File: src/rtl/fetch_unit_pkg.sv
// Shared fetch-stage types and constants: FSM state encoding, instruction length,
// default reset PC and an alignment helper.
package fetch_unit_pkg;

    typedef enum logic [1:0] {
        BOOT  = 2'd0,
        FETCH = 2'd1,
        HOLD  = 2'd2,
        FAULT = 2'd3
    } fetch_state_t;

    // Also the decoder's instruction length; keep the two in step.
    localparam logic [31:0] INSTR_LEN        = 32'd4;
    localparam logic [31:0] RESET_PC_DEFAULT = 32'h0000_0000;

    function automatic logic is_aligned(input logic [31:0] addr);
        return (addr[1:0] == 2'b00);
    endfunction

endpackage

File: src/rtl/fetch_unit.sv
// Non-overlapped instruction fetch: one read in flight, one word buffered for decode.
// Redirects from execute take priority; misaligned targets park the stage in FAULT.
module fetch_unit
    import fetch_unit_pkg::*;
#(
    parameter logic [31:0] RESET_PC = RESET_PC_DEFAULT
) (
    input  logic        clk,
    input  logic        rst_n,
    output logic        mem_req,
    output logic [31:0] mem_addr,
    input  logic        mem_ready,
    input  logic [31:0] mem_rdata,
    input  logic        redirect,
    input  logic [31:0] redirect_pc,
    output logic [31:0] ir_out,
    output logic [31:0] ir_pc,
    output logic        ir_valid,
    input  logic        ir_ready,
    output logic        misaligned
);

    fetch_state_t state;
    logic [31:0]  pc;

    always_ff @(posedge clk or negedge rst_n) begin
        if (!rst_n) begin
            state  <= BOOT;
            pc     <= RESET_PC;
            ir_out <= '0;
            ir_pc  <= '0;
        end else if (state == BOOT) begin
            state <= FETCH;
        end else if (redirect) begin
            // Any in-flight read or buffered word is dropped; memory sees the new address.
            pc    <= redirect_pc;
            state <= is_aligned(redirect_pc) ? FETCH : FAULT;
        end else begin
            case (state)
                FETCH: begin
                    if (mem_ready) begin
                        ir_out <= mem_rdata;
                        ir_pc  <= pc;
                        pc     <= pc + INSTR_LEN;
                        state  <= HOLD;
                    end
                end
                HOLD: begin
                    if (ir_ready) begin
                        state <= FETCH;
                    end
                end
                FAULT: begin
                    state <= FAULT;
                end
                default: begin
                    state <= BOOT;
                end
            endcase
        end
    end

    // Handshake outputs come only from the state register, never from inputs.
    assign mem_req    = (state == FETCH);
    assign ir_valid   = (state == HOLD);
    assign misaligned = (state == FAULT);
    assign mem_addr   = pc;

endmodule

File: config.mk
export PLATFORM = sky130hd
export DESIGN_NAME = fetch_unit
export DESIGN_NICKNAME = d
export VERILOG_FILES = /design/src/rtl/fetch_unit_pkg.sv /design/src/rtl/fetch_unit.sv
export SDC_FILE = /design/constraint.sdc
export NUM_CORES = 1
export LEC_CHECK = 0
export ABC_CLOCK_PERIOD_IN_PS = 3000
export BUFFER_PORTS_ARGS = -buffer_cell sky130_fd_sc_hd__buf_2
export CAP_MARGIN = 20
export CORE_MARGIN = 4
export CORE_UTILIZATION = 50
export CTS_CLUSTER_DIAMETER = 30
export DETAILED_ROUTE_END_ITERATION = 12
export PLACE_DENSITY = 0.86
export RECOVER_POWER = 100
export SETUP_SLACK_MARGIN = 0.1
export SLEW_MARGIN = 25
export SYNTH_ARGS = -nofsm -noshare
export SYNTH_HDL_FRONTEND = slang
export SYNTH_SLANG_ARGS = --single-unit
File: constraint.sdc
create_clock -name clk -period 3 [get_ports clk]
set_input_delay 0.15 -clock clk [delete_from_list [all_inputs] [get_ports clk]]
set_output_delay 0.15 -clock clk [all_outputs]
set_load 0.005 [all_outputs]
# After elaboration in Yosys (flattened, before gate mapping)
# Cells that the tools add are included.
dict set report word_totals {
  register_bits 98
  ram_bits 0
  latchBits 0
  mem_count 0
  romBits 0
  out_inout_bits 99
  word_cells 28
  input_bits 69
}
dict set report classes {
  shifts 0
  mux 9
  multipliers 0
  eq_ne 5
  magnitude_cmp 0
  bitwise 2
  add_sub_neg 1
  n_reduce_logical 7
  div 0
}
# cell count
set ops {}
lappend ops {{32-bit two-way mux} 3}
lappend ops {{32-bit by 3-bit adder with 32-bit output (second input constant)} 1}
lappend ops {{2-bit two-way mux} 5}
lappend ops {{2-bit one-hot mux with 3 select lines} 1}
lappend ops {{2-bit equality test (second input constant)} 2}
lappend ops {{2-bit zero test} 2}
lappend ops {{4-bit by 1-bit != test with 1-bit output (second input constant)} 1}
lappend ops {{4-bit by 2-bit != test with 1-bit output (second input constant)} 1}
lappend ops {{4-bit AND reduction} 1}
lappend ops {{2-bit nonzero test} 2}
lappend ops {{3-bit AND reduction} 1}
lappend ops {{2-bit by 1-bit equality test with 1-bit output (second input constant)} 1}
lappend ops {{1-bit inverter} 2}
lappend ops {{2-bit AND reduction} 1}

# Longest topological paths before layout
dict set report depth {
  word_depth 4
  ltp_mapped 8
  mapped_depth_nobuf 5
}

# Worst setup path before layout
# OpenSTA, ideal clock, no wires.
dict set report synth_timing {
  kind {register to register}
  from {reg pc[2] (netlist: mem_addr[2])}
  to {reg pc[24] (netlist: mem_addr[24])}
  arrival_time_ns 1.821
  setup_ns 0.129
  required_time_ns 2.871
  path_slack_ns 1.050
  path_stages_with_launch 6
  period_less_slack_ns 1.950
  path_buffers 0
  path_cell_list {dfrtp_1 > ha_1 > nand4_2 > or4_1 > nor4_1 > nor3_1}
}
dict set report synth_via {
  elab_chain_len 4
}
# element line
set synth_lines {}
lappend synth_lines {{start: declaration} fetch_unit.sv:24} ;# logic [31:0] pc;
lappend synth_lines {{start signal: assignment} fetch_unit.sv:36} ;# pc <= redirect_pc;
lappend synth_lines {{start signal: assignment} fetch_unit.sv:44} ;# pc <= pc + INSTR_LEN;
lappend synth_lines {{32-bit by 3-bit adder with 32-bit output} fetch_unit.sv:44}
lappend synth_lines {{32-bit two-way mux} fetch_unit.sv:41} ;# if (mem_ready) begin
lappend synth_lines {{32-bit two-way mux} fetch_unit.sv:39} ;# case (state)
lappend synth_lines {{32-bit two-way mux} fetch_unit.sv:34} ;# end else if (redirect) begin
# No other way between the ends. The select of a mux whose other input is x is not followed.
# A chain may end at the register's enable or synchronous reset.

# Worst setup path after layout
dict set report layout_timing {
  from {in redirect}
  to {reg ir_pc[7]}
}
dict set report layout_via {
  elab_chain_len 2
}
# element line
set layout_lines {}
lappend layout_lines {{start: declaration} fetch_unit.sv:14} ;# input logic redirect,
lappend layout_lines {{1-bit inverter (no line)} -}
lappend layout_lines {{4-bit AND reduction (no line)} -}
lappend layout_lines {{end signal: assignment} fetch_unit.sv:43} ;# ir_pc <= pc;
lappend layout_lines {{end: declaration} fetch_unit.sv:17} ;# output logic [31:0] ir_pc,
# No other way between the ends.

==> reports/qor.txt <==
Status: complete, no violations
CP Launch Type: input pin
Crit path largest cell delay: 660 ps
WP data required: 3230 ps
Power per cell area: 617.3 nW/um^2
TritonCTS clock tree: yes
Largest net degree at the start of global routing: 62
Share of layout cells above drive strength 1: 20.39%
Die width: 104.0 microns
Vias in the first global route: 4622
H-tree levels: 3
Initial core utilization: 52.11%
Vias per std cell: 5.761
Hold-fix buffers, CTS: 33
Clock share of power: 22.3%
# DRC: 0
Crit path cell chain: buf_2 > clkinv_1 > nand3_1 > clkbuf_4 > o21ai_0
Final Critical Period: 2462 ps
Core footprint: 8848 sq um
Die Footprint: 10820 sq um
I/O pin count: 168
Net count of the finished layout: 776
Initial antenna violation count: 0
Max_slew headroom: 6.862%
Setup Buffers After CTS: 0
Clock latency at the later pin of the worst-skew pair: 370 ps
Count leader, synth: nand2_1
Drt wl/cell: 17.73 microns
Slew @ Worst Pin: 1397 ps
Netlist cell types: 47
N_diodes: 0
GRT Overall Usage: 26.49%
CTS clk-pin slew, worst paths: 100 ps
Routed met2 length: 6.948 mm
Maximum vdd drop: 0.2470 mV
Endpoints failing hold: 0
Synth warn: 0
Post-synth EDFFs: 0
P_sw: 1.305 mW
Final period utilization: 82.07%
Cell count of the worst hold path: 3
Routed WL: 14.52 mm
1st-iter DRT viols: 485
Post-synthesis register bit count: 98
Sequential power share: 52.2%
Pre-CTS setup slack: 573.9 ps
Routed wl met3: 1.249 mm
Synthesized area: 4611 sq um
Die Height: 104.0 microns
Post-detail-place hpwl: 9.768 mm
IO buf count: 167
Syn Area/Cell: 8.833 sq um
CP max stage cell: clkbuf_4
Critical path's top delay family: buffers and inverters
Worst Reg2Reg Path Length in Cells: 5
Root Buffer: clkbuf_8
Fin Clk Skew: 15.36 ps
Fmax: 406.2 MHz
Resized cells post-CTS: 0
Net Count, Synth: 592
Synth top area share: 53.19%
Multi-input gate area: 1991 sq um
Synth area leader: dfrtp_1
Sw frac: 35.55%
Global-route wire length before repair: 23.57 mm
RSZ-0062 raised after global routing: false
Ranking of synthesized cells by area: dfrtp_1 53%, nand2_1 16%, o22ai_1 2.4%
Highest routed layer: met4
Remaining antenna violation count: 0
CTS sink cnt: 98
GP Congestion: 0.9427
Post-synthesis sequential area ratio: 53.19%
Comb power frac: 25.5%
Total gr overflow: 0
Fin Setup TNS: 0 ps
Asr flop ratio synth: 100.0%
Area grow syn2layout: 28.98%
Internal: 2.366 mW
Worst path depth: 5
Worst Setup Path Type: in -> reg
Most frequent cells after synthesis: 196 x nand2_1, 98 x dfrtp_1, 21 x nor3_1
Flip-flop and latch area: 2452 sq um
Top_reg_cell synth: dfrtp_1
CP Capture Type: register
Gate Count Post-Synth: 522
WL met1: 5.960 mm
# setup viols final: 0
Hold Crit Class: in -> reg
Max-cap viol count: 0
Site Rows: 34
Total CTS buffers: 9
Buf/Inv on CP: 3
CTS max path bufs: 2
Worst EP arrival: 2690 ps
Fillcell total: 735
Via count: 4718
Fin worst setup slack: 538.0 ps
Detailed Routing Iterations Pass 1: 5
Fin. max-slew vios: 0
CP Max Fanout: 61
P_leak: 2.903 nW
-- cell families after synthesis --
family / count (synthesis) / synth area share (%)
compound gates: 96 / 13.89
fa+ha+maj: 1 / 0.2713
buf+inv: 42 / 3.718
flops: 98 / 53.19
mux: 7 / 1.520
simple gates: 278 / 27.41
-- through the flow --
step | cells | hold WS (ps) | cell area, sq um | total power, mW | util, %
finish | 819 | 5.768 | 5947 | 3.671 | 67.21
global route | 819 | 10.96 | 5947 | 3.897 | 67.21
CTS | 819 | 6.043 | 6063 | 3.713 | 68.52
detailed placement | 770 | 180.2 | 5548 | 2.875 | 62.70
global placement | 770 | 173.0 | 5548 | 2.814 | 62.70
floorplan | 522 | -145.6 | 4611 | 2.315 | -
-- layout make-up --
cell class	count	share of cell area, %
clock buffer	9	2.083
clock inverter	7	1.031
inverter	6	0.3787
multi-input combinational	382	33.47
sequential	98	41.24
tap	108	2.272
timing repair buffer	209	19.52
-- routing by layer --
| layer | track usage, % | up-vias |
|---|---|---|
| met5 | 0 | - |
| met4 | 9.782 | 0 |
| met3 | 5.462 | 36 |
| met2 | 42.99 | 297 |
| met1 | 35.27 | 2191 |
| li1 | - | 2194 |
-- power by group through the flow --
stage | Combinational, mW | Sequential, mW | Clock [mW]
floorplan | 0.424 | 1.89 | 0
global placement | 0.916 | 1.90 | 0
detailed placement | 0.951 | 1.92 | 0
CTS | 0.991 | 1.90 | 0.826
global route | 1.05 | 1.95 | 0.891
finish | 0.934 | 1.92 | 0.819
-- worst min-delay path, cell delays in order --
cell and delay (ps):
buf_2 80, a22oi_1 50, o21ai_0 70
-- path summary, 6_finish.rpt --
path / endpoint / slack, ps / from
max: ir_pc[7]$_DFFE_PN0P_ / 540 / redirect
min in group asynchronous: mem_addr[9]$_DFFE_PN0P_ / 290 / rst_n
min: mem_addr[16]$_DFFE_PN0P_ / 6 / redirect_pc[16]
min reg2reg: ir_out[13]$_DFFE_PN0P_ / 480 / ir_out[13]$_DFFE_PN0P_
max in group asynchronous: ir_out[31]$_DFFE_PN0P_ / 960 / rst_n
max reg2reg: mem_addr[28]$_DFFE_PN0P_ / 680 / mem_addr[2]$_DFFE_PN0P_
-- registers in the layout (all words and copies together), names as in the netlist --
register	flops
ir_pc	32
mem_addr	32
ir_out	32
state	2
-- cells in the final DEF, fill, tap and decap left out, types with 11 or more instances in the layout --
cell / count
nand2_1: 196
buf_2: 110
dfrtp_1: 98
clkbuf_1: 56
dlygate4sd3_1: 33
nor3_1: 21
o22ai_1: 18
o21ai_0: 16
a21oi_1: 15
a211oi_1: 11
(Power assumes the default switching activity.)
